File: src/rtl/aes_pkg.sv
`default_nettype none
// +-----------------------------------------------------------------------+
// | aes_pkg : AES word/block types, round count, Rcon and S-box tables      |
// | rev 1.0 : initial release                                               |
// +-----------------------------------------------------------------------+
package aes_pkg;

  typedef logic [31:0]  aes_word_t;
  typedef logic [127:0] aes_block_t;

  localparam int AES_NR = 14;

  localparam logic [7:0] AES_RCON [1:7] = '{8'h01, 8'h02, 8'h04, 8'h08, 8'h10, 8'h20, 8'h40};

  localparam logic [7:0] AES_SBOX [0:255] = '{
    8'h63, 8'h7c, 8'h77, 8'h7b, 8'hf2, 8'h6b, 8'h6f, 8'hc5, 8'h30, 8'h01, 8'h67, 8'h2b, 8'hfe, 8'hd7, 8'hab, 8'h76,
    8'hca, 8'h82, 8'hc9, 8'h7d, 8'hfa, 8'h59, 8'h47, 8'hf0, 8'had, 8'hd4, 8'ha2, 8'haf, 8'h9c, 8'ha4, 8'h72, 8'hc0,
    8'hb7, 8'hfd, 8'h93, 8'h26, 8'h36, 8'h3f, 8'hf7, 8'hcc, 8'h34, 8'ha5, 8'he5, 8'hf1, 8'h71, 8'hd8, 8'h31, 8'h15,
    8'h04, 8'hc7, 8'h23, 8'hc3, 8'h18, 8'h96, 8'h05, 8'h9a, 8'h07, 8'h12, 8'h80, 8'he2, 8'heb, 8'h27, 8'hb2, 8'h75,
    8'h09, 8'h83, 8'h2c, 8'h1a, 8'h1b, 8'h6e, 8'h5a, 8'ha0, 8'h52, 8'h3b, 8'hd6, 8'hb3, 8'h29, 8'he3, 8'h2f, 8'h84,
    8'h53, 8'hd1, 8'h00, 8'hed, 8'h20, 8'hfc, 8'hb1, 8'h5b, 8'h6a, 8'hcb, 8'hbe, 8'h39, 8'h4a, 8'h4c, 8'h58, 8'hcf,
    8'hd0, 8'hef, 8'haa, 8'hfb, 8'h43, 8'h4d, 8'h33, 8'h85, 8'h45, 8'hf9, 8'h02, 8'h7f, 8'h50, 8'h3c, 8'h9f, 8'ha8,
    8'h51, 8'ha3, 8'h40, 8'h8f, 8'h92, 8'h9d, 8'h38, 8'hf5, 8'hbc, 8'hb6, 8'hda, 8'h21, 8'h10, 8'hff, 8'hf3, 8'hd2,
    8'hcd, 8'h0c, 8'h13, 8'hec, 8'h5f, 8'h97, 8'h44, 8'h17, 8'hc4, 8'ha7, 8'h7e, 8'h3d, 8'h64, 8'h5d, 8'h19, 8'h73,
    8'h60, 8'h81, 8'h4f, 8'hdc, 8'h22, 8'h2a, 8'h90, 8'h88, 8'h46, 8'hee, 8'hb8, 8'h14, 8'hde, 8'h5e, 8'h0b, 8'hdb,
    8'he0, 8'h32, 8'h3a, 8'h0a, 8'h49, 8'h06, 8'h24, 8'h5c, 8'hc2, 8'hd3, 8'hac, 8'h62, 8'h91, 8'h95, 8'he4, 8'h79,
    8'he7, 8'hc8, 8'h37, 8'h6d, 8'h8d, 8'hd5, 8'h4e, 8'ha9, 8'h6c, 8'h56, 8'hf4, 8'hea, 8'h65, 8'h7a, 8'hae, 8'h08,
    8'hba, 8'h78, 8'h25, 8'h2e, 8'h1c, 8'ha6, 8'hb4, 8'hc6, 8'he8, 8'hdd, 8'h74, 8'h1f, 8'h4b, 8'hbd, 8'h8b, 8'h8a,
    8'h70, 8'h3e, 8'hb5, 8'h66, 8'h48, 8'h03, 8'hf6, 8'h0e, 8'h61, 8'h35, 8'h57, 8'hb9, 8'h86, 8'hc1, 8'h1d, 8'h9e,
    8'he1, 8'hf8, 8'h98, 8'h11, 8'h69, 8'hd9, 8'h8e, 8'h94, 8'h9b, 8'h1e, 8'h87, 8'he9, 8'hce, 8'h55, 8'h28, 8'hdf,
    8'h8c, 8'ha1, 8'h89, 8'h0d, 8'hbf, 8'he6, 8'h42, 8'h68, 8'h41, 8'h99, 8'h2d, 8'h0f, 8'hb0, 8'h54, 8'hbb, 8'h16
  };

  // Out-of-range indices return 0 so callers need not guard the lookup.
  function automatic logic [7:0] aes_rcon(input logic [3:0] n);
    if (n >= 4'd1 && n <= 4'd7) return AES_RCON[n[2:0]];
    return 8'h00;
  endfunction

endpackage
`default_nettype wire

File: src/rtl/aes256_key_expand_if.sv
`default_nettype none
// +-----------------------------------------------------------------------+
// | aes256_key_expand_if : start/key request and round-key stream bundle   |
// | Optional read port under AES_KEY_STORE_EN.  rev 1.0 : initial release |
// +-----------------------------------------------------------------------+
interface aes256_key_expand_if;
  import aes_pkg::*;

  logic         start;
  logic [255:0] key;
  logic         busy;
  logic         rk_valid;
  logic         rk_ready;
  logic [3:0]   rk_idx;
  aes_block_t   rk;
  logic         done;
`ifdef AES_KEY_STORE_EN
  logic [3:0]   rd_idx;
  aes_block_t   rd_key;
`endif

  modport slave (
    input  start, key, rk_ready,
`ifdef AES_KEY_STORE_EN
    input  rd_idx,
    output rd_key,
`endif
    output busy, rk_valid, rk_idx, rk, done
  );

  modport master (
    output start, key, rk_ready,
`ifdef AES_KEY_STORE_EN
    output rd_idx,
    input  rd_key,
`endif
    input  busy, rk_valid, rk_idx, rk, done
  );

endinterface
`default_nettype wire

File: src/rtl/aes_sbox.sv
`default_nettype none
// +-----------------------------------------------------------------------+
// | aes_sbox : combinational AES forward S-box byte lookup                  |
// | rev 1.0 : initial release                                               |
// +-----------------------------------------------------------------------+
module aes_sbox
  import aes_pkg::*;
(
  input  logic [7:0] i_byte,
  output logic [7:0] o_byte
);

  assign o_byte = AES_SBOX[i_byte];

endmodule
`default_nettype wire

File: src/rtl/aes256_key_expand.sv
`default_nettype none
// +-----------------------------------------------------------------------+
// | aes256_key_expand : AES-256 key schedule, one round key per handshake  |
// | AES_KEY_STORE_EN adds a 15x128 round-key file.  rev 1.0 : initial      |
// +-----------------------------------------------------------------------+
module aes256_key_expand
  import aes_pkg::*;
(
  input  logic                 clk,
  input  logic                 rst,
  aes256_key_expand_if.slave   bus
);

  localparam logic [0:0] ST_IDLE = 1'b0;
  localparam logic [0:0] ST_RUN  = 1'b1;

  logic [0:0]   state_q, state_d;
  logic [255:0] window_q, window_d;
  aes_block_t   rk_q, rk_d;
  logic [3:0]   idx_q, idx_d;
  logic         valid_q, valid_d;
  logic         busy_q, busy_d;
  logic         done_q, done_d;

  logic         w_accept, w_hs, w_last;
  aes_word_t    w_prev, w_sub_in, w_sub_out, w_temp;
  aes_word_t    w_k0, w_k1, w_k2, w_k3;
  aes_block_t   w_next_rk;

  assign w_accept = (state_q == ST_IDLE) && bus.start;
  assign w_hs     = (state_q == ST_RUN) && valid_q && bus.rk_ready;
  assign w_last   = (idx_q == 4'(AES_NR));

  // Odd current index means the key being built is even: rotate and add Rcon.
  assign w_prev   = window_q[31:0];
  assign w_sub_in = idx_q[0] ? {w_prev[23:0], w_prev[31:24]} : w_prev;

  for (genvar b = 0; b < 4; b++) begin : g_sbox
    aes_sbox u_sbox (
      .i_byte (w_sub_in[8*b +: 8]),
      .o_byte (w_sub_out[8*b +: 8])
    );
  end

  assign w_temp    = w_sub_out ^ (idx_q[0] ? {aes_rcon({1'b0, idx_q[3:1]} + 4'd1), 24'h0} : 32'h0);
  assign w_k0      = window_q[255:224] ^ w_temp;
  assign w_k1      = window_q[223:192] ^ w_k0;
  assign w_k2      = window_q[191:160] ^ w_k1;
  assign w_k3      = window_q[159:128] ^ w_k2;
  assign w_next_rk = {w_k0, w_k1, w_k2, w_k3};

  always_ff @(posedge clk) begin
    if (rst) begin
      state_q  <= ST_IDLE;
      window_q <= '0;
      rk_q     <= '0;
      idx_q    <= '0;
      valid_q  <= 1'b0;
      busy_q   <= 1'b0;
      done_q   <= 1'b0;
    end else begin
      state_q  <= state_d;
      window_q <= window_d;
      rk_q     <= rk_d;
      idx_q    <= idx_d;
      valid_q  <= valid_d;
      busy_q   <= busy_d;
      done_q   <= done_d;
    end
  end

  always_comb begin
    state_d = state_q;
    case (state_q)
      ST_IDLE: if (w_accept)         state_d = ST_RUN;
      ST_RUN:  if (w_hs && w_last)   state_d = ST_IDLE;
      default:                       state_d = ST_IDLE;
    endcase
  end

  always_comb begin
    window_d = window_q;
    rk_d     = rk_q;
    idx_d    = idx_q;
    valid_d  = valid_q;
    busy_d   = busy_q;
    done_d   = 1'b0;
    case (state_q)
      ST_IDLE: begin
        if (w_accept) begin
          window_d = bus.key;
          rk_d     = bus.key[255:128];
          idx_d    = 4'd0;
          valid_d  = 1'b1;
          busy_d   = 1'b1;
        end
      end
      ST_RUN: begin
        if (w_hs) begin
          if (w_last) begin
            valid_d = 1'b0;
            busy_d  = 1'b0;
            done_d  = 1'b1;
          end else if (idx_q == 4'd0) begin
            // The second half of the cipher key is round key 1 verbatim.
            rk_d  = window_q[127:0];
            idx_d = 4'd1;
          end else begin
            rk_d     = w_next_rk;
            idx_d    = idx_q + 4'd1;
            window_d = {window_q[127:0], w_next_rk};
          end
        end
      end
      default: ;
    endcase
  end

  assign bus.busy     = busy_q;
  assign bus.rk_valid = valid_q;
  assign bus.rk_idx   = idx_q;
  assign bus.rk       = rk_q;
  assign bus.done     = done_q;

`ifdef AES_KEY_STORE_EN
  aes_block_t store_q [AES_NR+1];
  aes_block_t store_d [AES_NR+1];

  always_comb begin
    store_d = store_q;
    if (w_accept) begin
      store_d    = '{default: '0};
      store_d[0] = bus.key[255:128];
    end else if (w_hs && !w_last) begin
      store_d[idx_d] = rk_d;
    end
  end

  always_ff @(posedge clk) begin
    if (rst) store_q <= '{default: '0};
    else     store_q <= store_d;
  end

  assign bus.rd_key = (bus.rd_idx <= 4'(AES_NR)) ? store_q[bus.rd_idx] : '0;
`endif

endmodule
`default_nettype wire

File: src/flat_wrapper.sv
// flat-port wrapper written by rule: the top's interface ports become plain ports
module aes256_key_expand_flat import aes_pkg::*;
  (clk, rst, bus_start, bus_key, bus_rk_ready, bus_busy, bus_rk_valid, bus_rk_idx, bus_rk, bus_done);
  aes256_key_expand_if bus_i ();
  input  logic clk;
  input  logic rst;
  input wire logic [$bits(bus_i.start)-1:0] bus_start;
  input wire logic [$bits(bus_i.key)-1:0] bus_key;
  input wire logic [$bits(bus_i.rk_ready)-1:0] bus_rk_ready;
  output wire logic [$bits(bus_i.busy)-1:0] bus_busy;
  output wire logic [$bits(bus_i.rk_valid)-1:0] bus_rk_valid;
  output wire logic [$bits(bus_i.rk_idx)-1:0] bus_rk_idx;
  output wire logic [$bits(bus_i.rk)-1:0] bus_rk;
  output wire logic [$bits(bus_i.done)-1:0] bus_done;
  assign bus_i.start = bus_start;
  assign bus_i.key = bus_key;
  assign bus_i.rk_ready = bus_rk_ready;
  assign bus_busy = bus_i.busy;
  assign bus_rk_valid = bus_i.rk_valid;
  assign bus_rk_idx = bus_i.rk_idx;
  assign bus_rk = bus_i.rk;
  assign bus_done = bus_i.done;
  aes256_key_expand u_core (.clk(clk), .rst(rst), .bus(bus_i));
endmodule
File: config.mk
export PLATFORM = sky130hd
export DESIGN_NAME = aes256_key_expand_flat
export DESIGN_NICKNAME = d
export VERILOG_FILES = /design/src/rtl/aes_pkg.sv /design/src/rtl/aes256_key_expand_if.sv /design/src/rtl/aes_sbox.sv /design/src/rtl/aes256_key_expand.sv /design/src/flat_wrapper.sv
export SDC_FILE = /design/constraint.sdc
export NUM_CORES = 2
export LEC_CHECK = 0
export CAP_MARGIN = 20
export CORE_ASPECT_RATIO = 1.2
export CORE_UTILIZATION = 28
export DETAILED_ROUTE_END_ITERATION = 16
export PLACE_DENSITY = 0.57
export SYNTH_ARGS = -nofsm -noshare
export SYNTH_HDL_FRONTEND = slang
export SYNTH_SLANG_ARGS = --single-unit
File: constraint.sdc
create_clock -name clk -period 4.4 [get_ports clk]
set_input_delay 1.1 -clock clk [delete_from_list [all_inputs] [get_ports clk]]
set_output_delay 1.1 -clock clk [all_outputs]
set_load 0.1 [all_outputs]
==> impl_metrics.py <==
metrics = {
    "worst_setup_path": {
        "critPathMaxFanout": 39,
        "worst_setup_path_start_kind": "register",
        "critPathRequiredTime_ps": 4880,
        "critical_path.cell_chain": "clkbuf_4 -> buf_4 -> buf_16 -> or3b_1 -> and2_0 -> o221ai_1 -> buf_4 -> o22ai_1 -> o2111a_1 -> a31oi_1 -> xnor3_1 -> buf_12 -> xnor2_1 -> nor2_1 -> o221a_2",
        "kind_of_cell_adding_the_most_delay_to_the_critical_path": "compound AO/OA/AOI/OAI gates",
        "crit_path_end_kind": "register",
        "setup_crit_path_kind": "reg2reg",
        "worst_ep_arrival_time_ps": 4920,
        "cpPeakStageDelay_ps": 670,
        "path_common_cell": "sky130_fd_sc_hd__buf_4",
        "worst-path-buf-inv": 5,
        "critPathSlowestCell": "sky130_fd_sc_hd__a31oi_1",
    },
    "clocking": {
        "h-tree-depth": 2,
        "cts_buffers": 38,
        "cts_max_path_buffers": 3,
        "cts_hold_repair.buffers": 0,
        "clkTransAtPathRegs_ps": 70,
        "cts_tree": "done",
        "insertion_delay_ps": 590,
        "cts-root-buf": "sky130_fd_sc_hd__clkbuf_16",
        "cts_sink_count": 391,
    },
    "synth": {
        "synth_edf_count": 0,
        "synth_ff_type": "sky130_fd_sc_hd__dfxtp_1",
        "ys_seq_area_share_pct": 20.8,
        "netlist_top_cells_area": "sky130_fd_sc_hd__dfxtp_1 (21%), sky130_fd_sc_hd__nor2_1 (6.2%), sky130_fd_sc_hd__a21oi_1 (5.5%), sky130_fd_sc_hd__a211oi_1 (5.5%), sky130_fd_sc_hd__mux2i_1 (5.4%)",
        "warning_count_from_the_yosys_run": 0,
        "netlist.area_leader.share_pct": 20.8,
        "synth.net_count": 5528,
        "postSynthRegisterBits": 391,
        "avgSynthCellArea_sq_um": 7.23,
        "synth_top_area_cell": "sky130_fd_sc_hd__dfxtp_1",
        "synthArstFlopShare_pct": 0,
        "synth.distinct_cells": 107,
        "syn-instance-count": 5210,
        "synth_area_sq_um": 37600,
    },
    "detailed_routing": {
        "wl_per_cell_um": 33.4,
        "detail_route.vias_per_cell": 6.29,
        "drt_pass1_iterations": 9,
        "antenna_left": 0,
        "num_vias": 49500,
        "drtIter0Drc": 6748,
        "drt_wirelength_mm": 262,
        "drc": 0,
    },
    "global_routing": {
        "global_route.overflow_total": 0,
        "gr-usage-all-layers_pct": 37.0,
        "grt_antenna_before_repair": 17,
        "via_count_of_the_first_global_routing_pass": 46700,
        "pin_count_of_the_biggest_net_entering_global_routing": 180,
        "grt_first_pass_wirelength_mm": 363,
    },
    "timing": {
        "fin_crit_sh_pct": 101,
        "hold_ws_ps": 463,
        "maxSlewViolCount": 0,
        "setup_ws_ps": -36.0,
        "max_freq_mhz": 225,
        "grt_setup_unrepaired": "yes",
        "setup_viol": 1,
        "timing_hold_violations_final": 0,
        "timing.clock.skew_ps": 44.3,
        "actual_slew_at_the_worst_max_slew_pin_ps": 1230,
        "slew_headroom_pct": 18.0,
        "fin_crit_ps": 4440,
    },
    "cells_and_area": {
        "syn_to_final_growth_pct": 37.4,
        "finalInstanceArea_sq_um": 51700,
        "layout_commonest_cell": "sky130_fd_sc_hd__buf_4",
        "leading_cell_types_in_the_layout_fill_and_taps_excluded": "sky130_fd_sc_hd__buf_4 (883), sky130_fd_sc_hd__nor2_1 (611), sky130_fd_sc_hd__nand2_1 (459)",
        "nNetsFinal": 6359,
        "layout-drive-gt1-share_pct": 20.7,
        "instances_no_fill": 7865,
    },
    "min_path": {
        "hold_class": "reg2reg",
    },
    "pwr": {
        "p_per_area_nw_per_um2": 382,
        "irDropWorstVdd_v": 0.000359,
        "finalPower_mw": 19.8,
        "power_leakage_nw": 19.9,
    },
    "status": {
        "status": "complete, but fails checks",
        "violations": "negative setup slack",
    },
    "place": {
        "port-buffer-count": 394,
        "post_placement_cell_count": 7777,
        "post-dp-hpwl_mm": 203,
        "gpl.final_weighted_congestion": 1.04,
        "dp_slack_ps": -374,
        "post_dp_cell_area_sq_um": 49800,
    },
    "floorplanning": {
        "initial_utilization_pct": 28.2,
        "rows": 147,
        "floorplan.io_pins": 395,
        "placeableCoreArea_sq_um": 134000,
        "floorplan.die_area_sq_um": 136000,
        "floorplan.die.height_um": 404,
        "die-width_um": 337,
    },
    "run": {
        "maxCapViolations": 0,
    },
}
-- where the power goes --
group | leakage, nW | internal, mW | switching (mW)
registers | 3.23 | 3.86 | 0.435
logic | 16.0 | 4.61 | 7.27
clock network | 0.646 | 2.00 | 1.60
total | 19.9 | 10.5 | 9.30
-- cell type report --
class / count / area, sq um
multi-input cells: 4182 / 27700
inverters: 63 / 249
diodes: 9 / 22.5
flip-flops and latches: 391 / 7840
repair buffers: 1365 / 12400
clock inverters: 10 / 158
clock buffers: 57 / 1150
well taps: 1788 / 2240
fillers: 14000 / 81800
-- registers in the layout, indices dropped and copies added (netlist names) --
name / flops
u_core.state_q: 1
u_core.bus.rk: 128
u_core.bus.rk_idx: 4
u_core.bus.rk_valid: 1
u_core.window_q: 256
u_core.bus.done: 1
-- stage by stage --
| stage | TNS, ps | utilization [%] |
|---|---|---|
| 2_1_floorplan | 0 | - |
| 3_3_place_gp | -6700 | 37.3 |
| 3_5_place_dp | -7550 | 37.3 |
| 4_1_cts | 0 | 38.4 |
| 5_1_grt | -62.2 | 38.7 |
| 6_report | -36.0 | 38.7 |
-- final timing paths --
path	depth (start not counted)	start	to	slack [ps]
min reg2reg	2	u_core.bus.rk[120]	u_core.bus.rk[120]	460
min	2	u_core.bus.rk[120]	u_core.bus.rk[120]	460
max	15	u_core.bus.rk_idx[0]	u_core.bus.rk[15]	-40
max reg2reg	15	u_core.bus.rk_idx[0]	u_core.bus.rk[15]	-40
-- synth_stat cells (83+ instances only) --
master and count:
sky130_fd_sc_hd__nand2_1 464, sky130_fd_sc_hd__nand3_1 110, sky130_fd_sc_hd__o211ai_1 85, sky130_fd_sc_hd__a21oi_1 415, sky130_fd_sc_hd__nor3_1 159, sky130_fd_sc_hd__a221oi_1 83
sky130_fd_sc_hd__mux2i_1 203, sky130_fd_sc_hd__buf_2 120, sky130_fd_sc_hd__a211oi_1 274, sky130_fd_sc_hd__nor2_1 620, sky130_fd_sc_hd__o22ai_1 104, sky130_fd_sc_hd__clkbuf_1 370
sky130_fd_sc_hd__dfxtp_1 391, sky130_fd_sc_hd__xnor2_1 92, sky130_fd_sc_hd__o21ai_0 307
-- worst register-to-register path: cells and delay by family, from the launching register on --
| family | cells | cell delay (ps) |
|---|---|---|
| simple gates | 3 | 930 |
| compound gates | 5 | 1580 |
| buf+inv | 5 | 910 |
| flops | 1 | 350 |
| xor+xnor | 2 | 590 |
-- repair_timing --
item	in CTS	in global routing
endpoints found under the hold margin	0	0
resized for setup	33	68
setup buffers	3	7
setup endpoints to repair	52	123
pin swaps	3	13
gates cloned	0	2
-- logic make-up (layout without fill, tap and decap cells) --
family	count (synthesis)	in the layout	share of synthesized area, %
AO/OA/AOI/OAI	1966	1966	36.1
AND/OR/NAND/NOR	1735	1735	21.2
buffers and inverters	637	1495	7.21
flip-flops	391	391	20.8
multiplexers	255	255	7.38
XOR/XNOR	168	168	5.39
adder cells (fa/ha/maj)	58	58	1.93
other	0	9	0
-- layer usage --
metal  track usage (%)  vias to the layer above  share of wire [%]
li1                  -                    21400                  -
met4              27.2                       18                9.0
met3              6.63                      850                8.7
met1              44.7                    24000                 38
met2              58.4                     3258                 44
met5                 0                        -              0.043
Power figures use the tool's default switching activity.
